$ cat src/rtl/bram_burst_reader.sv
// bram_burst_reader: streaming read master for one BRAM port.
// Takes a (base byte address, word count) command, issues sequential word
// reads, absorbs the 1-cycle BRAM read latency and delivers the words in
// address order on a valid/ready stream through a small return FIFO.
// Ports:
//   clk, rst                   clock, asynchronous active-low reset
//   start, base_addr, word_cnt command strobe (accepted only when idle) and payload
//   busy, done                 command in progress / 1-cycle completion pulse
//   bram_en, bram_addr         read issue and byte address
//   bram_W_req, bram_W_data    write side, tied off (read-only master)
//   bram_R_data                read data, valid the cycle after bram_en
//   out_valid, out_data        stream output (FIFO head)
//   out_ready                  downstream accept
module bram_burst_reader #(
   parameter int unsigned ADDR_W     = 32,
   parameter int unsigned DATA_W     = 32,
   parameter int unsigned CNT_W      = 16,
   parameter int unsigned FIFO_DEPTH = 4
) (
   input  logic              clk,
   input  logic              rst,
   input  logic              start,
   input  logic [ADDR_W-1:0] base_addr,
   input  logic [CNT_W-1:0]  word_cnt,
   output logic              busy,
   output logic              done,
   output logic              bram_en,
   output logic [ADDR_W-1:0] bram_addr,
   output logic [3:0]        bram_W_req,
   output logic [DATA_W-1:0] bram_W_data,
   input  logic [DATA_W-1:0] bram_R_data,
   output logic              out_valid,
   output logic [DATA_W-1:0] out_data,
   input  logic              out_ready
);

   localparam int unsigned PTR_W  = (FIFO_DEPTH > 1) ? $clog2(FIFO_DEPTH) : 1;
   localparam int unsigned FCNT_W = PTR_W + 1;
   localparam int unsigned OCC_W  = PTR_W + 2;
   localparam int unsigned SUM_W  = CNT_W + 1;

   typedef enum logic [1:0] {IDLE, RUN, DRAIN, DONE} state_t;

   state_t              state, state_d;
   logic [CNT_W-1:0]    cnt_q, cnt_d;
   logic [CNT_W-1:0]    issued_q, issued_d;
   logic [CNT_W-1:0]    sent_q, sent_d;
   logic                inflight;
   logic                busy_d, done_d, en_d;
   logic [ADDR_W-1:0]   addr_d;

   logic [DATA_W-1:0]   mem_q [FIFO_DEPTH];
   logic [DATA_W-1:0]   mem_d [FIFO_DEPTH];
   logic [PTR_W-1:0]    wr_ptr, wr_ptr_d, rd_ptr, rd_ptr_d;
   logic [FCNT_W-1:0]   fifo_cnt, fifo_cnt_d;
   logic                valid_d;
   logic [DATA_W-1:0]   data_d;

   logic                pop, push, room;
   logic [OCC_W-1:0]    occ;

   // Read-only master: write side tied off.
   assign bram_W_req  = 4'b0000;
   assign bram_W_data = '0;

   assign pop  = out_valid & out_ready;
   assign push = inflight;

   // Entries committed after this edge: stored + arriving now + issued now - leaving now.
   // Issuing next cycle is safe only if that still leaves a free slot.
   assign occ  = OCC_W'(fifo_cnt) + OCC_W'(inflight) + OCC_W'(bram_en) - OCC_W'(pop);
   assign room = occ < OCC_W'(FIFO_DEPTH);

   // Return FIFO next state; head is registered straight onto out_data.
   always_comb begin
      mem_d      = mem_q;
      wr_ptr_d   = wr_ptr;
      rd_ptr_d   = rd_ptr;
      if (push) begin
         mem_d[wr_ptr] = bram_R_data;
         wr_ptr_d      = wr_ptr + PTR_W'(1);
      end
      if (pop) begin
         rd_ptr_d = rd_ptr + PTR_W'(1);
      end
      fifo_cnt_d = fifo_cnt + FCNT_W'(push) - FCNT_W'(pop);
      valid_d    = (fifo_cnt_d != '0);
      data_d     = mem_d[rd_ptr_d];
   end

   // Command FSM next state and registered-output next values.
   always_comb begin
      state_d  = state;
      cnt_d    = cnt_q;
      issued_d = issued_q;
      sent_d   = sent_q;
      en_d     = 1'b0;
      addr_d   = bram_addr;
      case (state)
         IDLE: begin
            if (start) begin
               cnt_d    = word_cnt;
               issued_d = '0;
               sent_d   = '0;
               addr_d   = base_addr & ~ADDR_W'(3);
               if (word_cnt == '0) begin
                  // Empty command: one idle DRAIN cycle, then done, no BRAM access.
                  state_d = DRAIN;
               end else begin
                  en_d     = 1'b1;
                  issued_d = CNT_W'(1);
                  state_d  = (word_cnt == CNT_W'(1)) ? DRAIN : RUN;
               end
            end
         end
         RUN: begin
            sent_d = sent_q + CNT_W'(pop);
            if ((issued_q < cnt_q) && room) begin
               en_d     = 1'b1;
               addr_d   = bram_addr + ADDR_W'(4);
               issued_d = issued_q + CNT_W'(1);
               if (issued_d == cnt_q) begin
                  state_d = DRAIN;
               end
            end
         end
         DRAIN: begin
            sent_d = sent_q + CNT_W'(pop);
            if (({1'b0, sent_q} + SUM_W'(pop)) == {1'b0, cnt_q}) begin
               state_d = DONE;
            end
         end
         DONE: begin
            state_d = IDLE;
         end
         default: begin
            state_d = IDLE;
         end
      endcase
      busy_d = (state_d != IDLE);
      done_d = (state_d == DONE);
   end

   // State and output registers.
   always_ff @(posedge clk or negedge rst) begin
      if (!rst) begin
         state     <= IDLE;
         cnt_q     <= '0;
         issued_q  <= '0;
         sent_q    <= '0;
         inflight  <= 1'b0;
         bram_en   <= 1'b0;
         bram_addr <= '0;
         busy      <= 1'b0;
         done      <= 1'b0;
         mem_q     <= '{default: '0};
         wr_ptr    <= '0;
         rd_ptr    <= '0;
         fifo_cnt  <= '0;
         out_valid <= 1'b0;
         out_data  <= '0;
      end else begin
         state     <= state_d;
         cnt_q     <= cnt_d;
         issued_q  <= issued_d;
         sent_q    <= sent_d;
         inflight  <= bram_en;
         bram_en   <= en_d;
         bram_addr <= addr_d;
         busy      <= busy_d;
         done      <= done_d;
         mem_q     <= mem_d;
         wr_ptr    <= wr_ptr_d;
         rd_ptr    <= rd_ptr_d;
         fifo_cnt  <= fifo_cnt_d;
         out_valid <= valid_d;
         out_data  <= data_d;
      end
   end

endmodule

$ cat config.mk
export PLATFORM = sky130hd
export DESIGN_NAME = bram_burst_reader
export DESIGN_NICKNAME = d
export VERILOG_FILES = /design/src/rtl/bram_burst_reader.sv
export SDC_FILE = /design/constraint.sdc
export NUM_CORES = 1
export LEC_CHECK = 0
export CAP_MARGIN = 20
export CORE_MARGIN = 4
export CORE_UTILIZATION = 39
export CTS_BUF_LIST = sky130_fd_sc_hd__clkbuf_16
export DETAILED_ROUTE_END_ITERATION = 10
export PLACE_DENSITY = 0.63
export SLEW_MARGIN = 20
export SYNTH_ARGS = -nofsm -noshare
export SYNTH_HDL_FRONTEND = slang
export SYNTH_SLANG_ARGS = --single-unit
$ cat constraint.sdc
create_clock -name clk -period 8.36 [get_ports clk]
set_input_delay 1.672 -clock clk [delete_from_list [all_inputs] [get_ports clk]]
set_output_delay 1.672 -clock clk [all_outputs]
set_load 0.02 [all_outputs]
==> flow_metrics.py, run 1 <==
metrics = {
    "drt": {
        "routed_wire_length_per_instance_um": 18.2,
        "detail_route.drc_violations": 0,
        "route.vias.total": 9237,
        "antenna_violating_nets_post_route": 0,
        "detailedRoute.firstIterationViolations": 560,
        "drt-total-wl_um": 31300,
        "drt_pass_1_iters": 5,
        "drt-vias-per-instance": 5.38,
    },
    "global_route": {
        "globalRouteTotalUtil": 0.170,
        "grt_antenna_before_repair": 0,
        "grt_pass1_vias": 9404,
        "grt_max_degree": 155,
        "globalRoute.totalOverflow": 0,
        "grt_pass1_wl_um": 51000,
    },
    "clocking": {
        "clk_root_buffer_cell": "sky130_fd_sc_hd__clkbuf_16",
        "worst_setup_hold_path_clk_slew_ps": 60,
        "cts_repair_resize_count": 0,
        "cts_max_level": 1,
        "tritoncts.num_buffers": 28,
        "max-clock-path-buffers": 3,
        "cts_tree": "built",
        "clock-sinks": 252,
        "cts_post_setup_buffers_inserted": 0,
        "clock_latency_ps": 550,
        "ctsHoldBuffers": 0,
    },
    "floorplan": {
        "design.die.area_um2": 36700,
        "row_count": 66,
        "num_io_pins": 188,
        "dieHeight_um": 191,
        "initial_utilization": 0.399,
        "coreArea_um2": 32900,
        "chipWidth_um": 191,
    },
    "yosys": {
        "synth_edf_count": 0,
        "synth.ff_latch_count": 252,
        "yosys_warnings": 0,
        "async_flop_share": 1.00,
        "most_used_flip_flop_cell_after_synthesis": "sky130_fd_sc_hd__dfrtp_1",
        "netlist-cell-type-count": 70,
        "post_synthesis_average_cell_area_um2": 11.5,
        "synth.top_cells.by_area": "sky130_fd_sc_hd__dfrtp_1, sky130_fd_sc_hd__mux2_2, sky130_fd_sc_hd__mux4_2",
        "synth.cell_area_um2": 13100,
        "netlist.top_cell.by_area": "sky130_fd_sc_hd__dfrtp_1",
        "synth_top_area_share": 0.480,
        "cell_count_after_synthesis": 1137,
        "synth.yosys.seq_area_share": 0.480,
    },
    "pwr": {
        "power_leakage_nw": 6.66,
        "reported_net_switching_power_w": 0.00230,
        "p_per_area_nw_per_um2": 391,
        "switching_share_of_total_power": 0.373,
        "vdd.ir_drop.worst_v": 0.000207,
        "p_int_w": 0.00386,
        "power.combinational.fraction": 0.469,
        "totalPowerFinal_w": 0.00615,
        "power_frac_seq": 0.350,
        "share_clk_of_total_power": 0.182,
    },
    "sta": {
        "finalClockSkew_ps": 8.61,
        "final_max_slew_viol_count": 0,
        "max_freq_ghz": 0.209,
        "rsz0062_at_grt": "false",
        "slew_headroom": 0.436,
        "setup_slack_ps": 3580,
        "post-route-period-util": 0.572,
        "max_slew.worst_pin.slew_ps": 846,
        "setup_viol": 0,
        "final_hold_vios": 0,
        "fin_tns_setup_ps": 0,
        "clock_period_minus_final_worst_setup_slack_ps": 4780,
    },
    "worst_setup_path": {
        "cp_num_cells": 12,
        "crit-reg2reg-capture": "issued_q[14]",
        "worstReg2RegStart": "out_valid",
        "critical_path.cell_chain": "clkdlybuf4s50_1 > nand2_1 > inv_1 > ha_1 > nand4_1 > nor3_1 > nand2_1 > xnor2_1 > or4_1 > nor4_1 > o21ai_0 > nor2_1",
        "reg2regPathDepth": 15,
        "largest_driver_fanout_on_the_critical_path": 6,
        "worst-endpoint-arrival_ps": 5260,
        "critPathTopFamily": "simple AND/OR/NAND/NOR gates",
        "critical_path_buf_inv_count": 2,
        "critPathRequiredTime_ps": 8840,
        "endpoint_kind": "flip-flop",
        "worstSetupEndpoint": "done",
        "cp-startpoint": "out_ready",
        "critical_path.slowest_cell": "sky130_fd_sc_hd__nor3_1",
        "reg2reg_setup_slack_ps": 4770,
        "timing.critical_path.from_type": "input pin",
        "critPathMaxStageDelay_ps": 600,
        "timing.setup.critical_path_class": "in -> reg",
        "cpMostUsedCell": "sky130_fd_sc_hd__nand2_1",
    },
    "worst_hold_path": {
        "timing.hold.worst.start": "mem_q[45]",
        "worst_hold_path_type": "reg -> reg",
        "hold_depth": 1,
    },
    "final_layout": {
        "layout-drive-gt1-share": 0.192,
        "commonest_non_fill_non_tap_cells_in_the_layout": "sky130_fd_sc_hd__dfrtp_1, sky130_fd_sc_hd__clkdlybuf4s50_1, sky130_fd_sc_hd__mux2_2",
        "layout_commonest_cell": "sky130_fd_sc_hd__dfrtp_1",
        "share_of_the_core_filled_with_cells_in_the_final_layout": 0.479,
        "antenna_cells_inserted": 0,
        "fillCellCount": 3029,
        "areaGrowthSynthToFinish_pct": 19.9,
        "final_nets": 1375,
    },
    "placement": {
        "final_wtd_congestion": 0.841,
        "post-place-ws_ps": 3050,
        "count_of_input_and_output_buffers": 147,
        "dp_hpwl_um": 21200,
    },
    "run": {
        "max_cap_violations": 0,
    },
    "status": {
        "status": "finished, final reports clean",
    },
}
## stage by stage
stage,cell area (µm²),hold WS [ps],std cells
3_5_place_dp,14900,479,1669
5_1_grt,15700,505,1717
2_1_floorplan,13300,467,1174
6_report,15700,490,1717
4_1_cts,15700,492,1717
3_3_place_gp,14900,474,1669
## metal layers
layer	wire, µm	global-route usage
met1	14200	0.237
met2	14800	0.282
met3	1870	0.0347
met4	431	0.0251
met5	0	0
## registers in the layout, indices dropped and copies added, names as in the netlist, 3 cells and up
signal and count:
out_data 32, sent_q 16, cnt_q 16, mem_q 128, fifo_cnt 3, issued_q 16, bram_addr 30
## power groups by stage
stage | sequential (W) | combinational, W | clock, W
floorplan | 0.00222 | 0.00189 | 0
global placement | 0.00215 | 0.00284 | 0
detailed placement | 0.00217 | 0.00291 | 0
CTS | 0.00215 | 0.00292 | 0.00116
global route | 0.00222 | 0.00317 | 0.00121
finish | 0.00215 | 0.00288 | 0.00112
## area by class of cell
cell class | count | area (µm²) | area share
Sequential cell | 252 | 6310 | 0.401
Multi-Input combinational cell | 770 | 6270 | 0.399
Clock buffer | 28 | 701 | 0.0445
Tap cell | 442 | 553 | 0.0351
Clock inverter | 20 | 138 | 0.00875
Timing Repair Buffer | 163 | 1610 | 0.102
Inverter | 42 | 158 | 0.0100
## cell families (layout without fill, tap and decap cells)
| group | Yosys count | in the layout | synth area share |
|---|---|---|---|
| adder cells (fa/ha/maj) | 34 | 34 | 0.0330 |
| buffers and inverters | 152 | 253 | 0.0563 |
| other | 1 | 38 | 0.000286 |
| multiplexers | 196 | 196 | 0.194 |
| AO/OA/AOI/OAI | 215 | 215 | 0.105 |
| AND/OR/NAND/NOR | 244 | 244 | 0.102 |
| flip-flops | 252 | 252 | 0.480 |
| XOR/XNOR | 43 | 43 | 0.0287 |
## synth_stat cells (15+ instances only)
library cell               number
sky130_fd_sc_hd__xnor2_1       31
sky130_fd_sc_hd__o22a_1        15
sky130_fd_sc_hd__mux2i_1       20
sky130_fd_sc_hd__o31ai_1       16
sky130_fd_sc_hd__mux4_2        32
sky130_fd_sc_hd__a21oi_1       42
sky130_fd_sc_hd__dfrtp_1      252
sky130_fd_sc_hd__mux2_2       144
sky130_fd_sc_hd__nand4_1       25
sky130_fd_sc_hd__inv_1         42
sky130_fd_sc_hd__nand2_1       66
sky130_fd_sc_hd__buf_4         40
sky130_fd_sc_hd__nand3_1       21
sky130_fd_sc_hd__and3_1        17
sky130_fd_sc_hd__o22ai_1       26
sky130_fd_sc_hd__nor2_1        48
sky130_fd_sc_hd__ha_1          33
sky130_fd_sc_hd__clkbuf_1      43
sky130_fd_sc_hd__o21ai_0       58
## worst reg2reg max path: stages, from the launching register on
cell and delay [ps]:
sky130_fd_sc_hd__dfrtp_1 420, sky130_fd_sc_hd__nand2_1 190, sky130_fd_sc_hd__inv_1 160, sky130_fd_sc_hd__ha_1 310, sky130_fd_sc_hd__inv_1 40, sky130_fd_sc_hd__ha_1 260, sky130_fd_sc_hd__a21o_1 180, sky130_fd_sc_hd__a21oi_1 180
sky130_fd_sc_hd__o211ai_1 110, sky130_fd_sc_hd__o31a_1 150, sky130_fd_sc_hd__nor3_4 110, sky130_fd_sc_hd__buf_4 360, sky130_fd_sc_hd__o21a_1 170, sky130_fd_sc_hd__buf_4 230, sky130_fd_sc_hd__nand2_1 270, sky130_fd_sc_hd__o41ai_1 350
## how the worst min path moves through the flow
stage | endpoint | slack [ps]
2_1_floorplan | mem_q[31] | 470
3_3_place_gp | mem_q[87] | 470
3_5_place_dp | mem_q[11] | 480
4_1_cts | mem_q[11] | 490
5_1_grt | mem_q[82] | 510
6_report | mem_q[45] | 490
Power figures use the tool's default switching activity.
==> run 2: changes to the inputs <==
==> constraint.sdc (replaced) <==
create_clock -name clk -period 4.9 [get_ports clk]
set_input_delay 0.98 -clock clk [delete_from_list [all_inputs] [get_ports clk]]
set_output_delay 0.98 -clock clk [all_outputs]
set_load 0.02 [all_outputs]
==> flow_metrics.py, run 2 (synthesized netlist as in run 1, its figures left out) <==
metrics = {
    "status": {
        "status": "finished, final reports clean",
    },
    "sta": {
        "hold-worst-slack_ps": 490,
        "setup_slack_ps": 951,
        "post-route-period-util": 0.806,
        "final_max_slew_viol_count": 0,
        "slew_headroom": 0.375,
        "setup_viol": 0,
        "final_hold_vios": 0,
        "fin_tns_setup_ps": 0,
        "max_freq_ghz": 0.253,
        "finalClockSkew_ps": 15.3,
        "rsz0062_at_grt": "false",
        "clock_period_minus_final_worst_setup_slack_ps": 3950,
        "max_slew.worst_pin.slew_ps": 937,
    },
    "clocking": {
        "cts_tree": "built",
        "clock_latency_ps": 540,
        "max-clock-path-buffers": 3,
        "tritoncts.num_buffers": 29,
        "ctsHoldBuffers": 0,
        "cts_repair_resize_count": 0,
        "cts_post_setup_buffers_inserted": 0,
        "clk_root_buffer_cell": "sky130_fd_sc_hd__clkbuf_16",
        "worst_setup_hold_path_clk_slew_ps": 60,
        "cts_max_level": 1,
        "clock-sinks": 252,
    },
    "final_layout": {
        "top_register": "mem_q",
        "final_nets": 1383,
        "layout_top_registers": "mem_q x128, out_data x32, bram_addr x30",
        "commonest_non_fill_non_tap_cells_in_the_layout": "sky130_fd_sc_hd__dfrtp_1, sky130_fd_sc_hd__clkdlybuf4s50_1, sky130_fd_sc_hd__mux2_2",
        "largest_register_ffs": 128,
        "layout-drive-gt1-share": 0.197,
        "layout_commonest_cell": "sky130_fd_sc_hd__dfrtp_1",
        "areaGrowthSynthToFinish_pct": 20.5,
        "antenna_cells_inserted": 0,
    },
    "worst_setup_path": {
        "cpMostUsedCell": "sky130_fd_sc_hd__nor2_1",
        "critical_path.slowest_cell": "sky130_fd_sc_hd__clkdlybuf4s50_1",
        "critPathRequiredTime_ps": 5350,
        "critical_path_buf_inv_count": 2,
        "reg2reg_setup_slack_ps": 1510,
        "timing.setup.critical_path_class": "in -> reg",
        "largest_driver_fanout_on_the_critical_path": 5,
        "critPathTopFamily": "simple AND/OR/NAND/NOR gates",
        "endpoint_kind": "flip-flop",
        "worstReg2RegStart": "out_valid",
        "crit-reg2reg-capture": "done",
        "timing.critical_path.from_type": "input pin",
        "critPathMaxStageDelay_ps": 500,
        "reg2regPathDepth": 11,
        "critical_path.cell_chain": "clkdlybuf4s50_1 > nand2_1 > inv_1 > ha_1 > nand4_1 > nor2_1 > o311ai_0 > a32o_1 > or4_1 > nor4_1 > o21ai_0 > nor2_1",
        "worst-endpoint-arrival_ps": 4400,
    },
    "drt": {
        "detail_route.drc_violations": 0,
        "antenna_violating_nets_post_route": 0,
        "route.vias.total": 9230,
        "drt_pass_1_iters": 5,
        "routed_wire_length_per_instance_um": 18.1,
        "drt-total-wl_um": 31300,
        "detailedRoute.firstIterationViolations": 568,
        "drt-vias-per-instance": 5.35,
    },
    "run": {
        "max_cap_violations": 0,
    },
    "floorplan": {
        "dieHeight_um": 191,
        "row_count": 66,
        "design.die.area_um2": 36700,
        "initial_utilization": 0.399,
        "chipWidth_um": 191,
        "num_io_pins": 188,
        "coreArea_um2": 32900,
    },
    "global_route": {
        "grtUsageMet3": 0.0349,
        "grt_pass1_wl_um": 51400,
        "globalRouteTotalUtil": 0.171,
        "grt_antenna_before_repair": 0,
        "globalRoute.totalOverflow": 0,
        "grt_most_used_layer": "met2",
        "grt_pass1_vias": 9389,
        "grt.met1_usage": 0.245,
        "grtUsageMet2": 0.272,
        "grt_max_degree": 125,
    },
    "placement": {
        "post-place-ws_ps": 417,
        "count_of_input_and_output_buffers": 147,
        "dp_hpwl_um": 21300,
        "final_wtd_congestion": 0.848,
    },
    "worst_hold_path": {
        "hold_depth": 1,
        "worst_hold_path_type": "reg -> reg",
        "min_to": "mem_q[92]",
        "timing.hold.worst.start": "mem_q[92]",
    },
    "pwr": {
        "p_per_area_nw_per_um2": 671,
        "power_leakage_nw": 6.72,
        "vdd.ir_drop.worst_v": 0.000308,
    },
}
run 2: changes by cell type in the layout (fill, tap and decap cells not counted), sizes merged:
cell,previous run,this run
clkinvlp,2,0
clkbuf,28,29
bufinv,1,2
buf,17,24
clkinv,7,10
inv,52,51
run 2: worst max path at each step:
stage	startpoint	endpoint	slack [ps]	depth (start not counted)
floorplan	out_ready	issued_q[9]	1630	14
global placement	out_ready	done	430	12
detailed placement	out_ready	done	420	12
CTS	out_ready	done	950	12
global route	out_ready	done	760	12
finish	out_ready	done	950	12
run 2: area by class of cell:
cell class                      instances  area, µm²
Clock buffer                           29        726
Clock inverter                         21        141
Fill cell                            3018      17000
Inverter                               42        158
Multi-Input combinational cell        770       6270
Sequential cell                       252       6310
Tap cell                              442        553
Timing Repair Buffer                  170       1670
run 2: per-layer routing:
| metal | vias up | part of all wire |
|---|---|---|
| met5 | - | 0 |
| met4 | 0 | 0.017 |
| met3 | 44 | 0.060 |
| met2 | 229 | 0.46 |
| met1 | 4609 | 0.46 |
| li1 | 4348 | - |
run 2: worst reg2reg max path: stages, from the launching register on:
cell and delay, ps:
sky130_fd_sc_hd__dfrtp_1 390, sky130_fd_sc_hd__nand2_1 150, sky130_fd_sc_hd__inv_1 190, sky130_fd_sc_hd__ha_1 270
sky130_fd_sc_hd__nand4_1 250, sky130_fd_sc_hd__nor2_1 320, sky130_fd_sc_hd__o311ai_0 190, sky130_fd_sc_hd__a32o_1 280
sky130_fd_sc_hd__or4_1 390, sky130_fd_sc_hd__nor4_1 500, sky130_fd_sc_hd__o21ai_0 260, sky130_fd_sc_hd__nor2_1 130
run 2: metrics by stage:
step	util	std cells	power (W)	cell area, µm²
after CTS	0.482	1726	0.0108	15800
after detailed placement	0.455	1676	0.00870	15000
after floorplan	-	1174	0.00702	13300
final	0.482	1726	0.0106	15800
after global routing	0.482	1726	0.0114	15800
after global placement	0.455	1676	0.00856	15000
run 2: where the power goes:
part           total [W]  internal, W  leakage, nW  switching [W]
clock network    0.00199      0.00116        0.458       0.000829
logic            0.00497      0.00248         3.26        0.00249
registers        0.00366      0.00305         3.00       0.000611
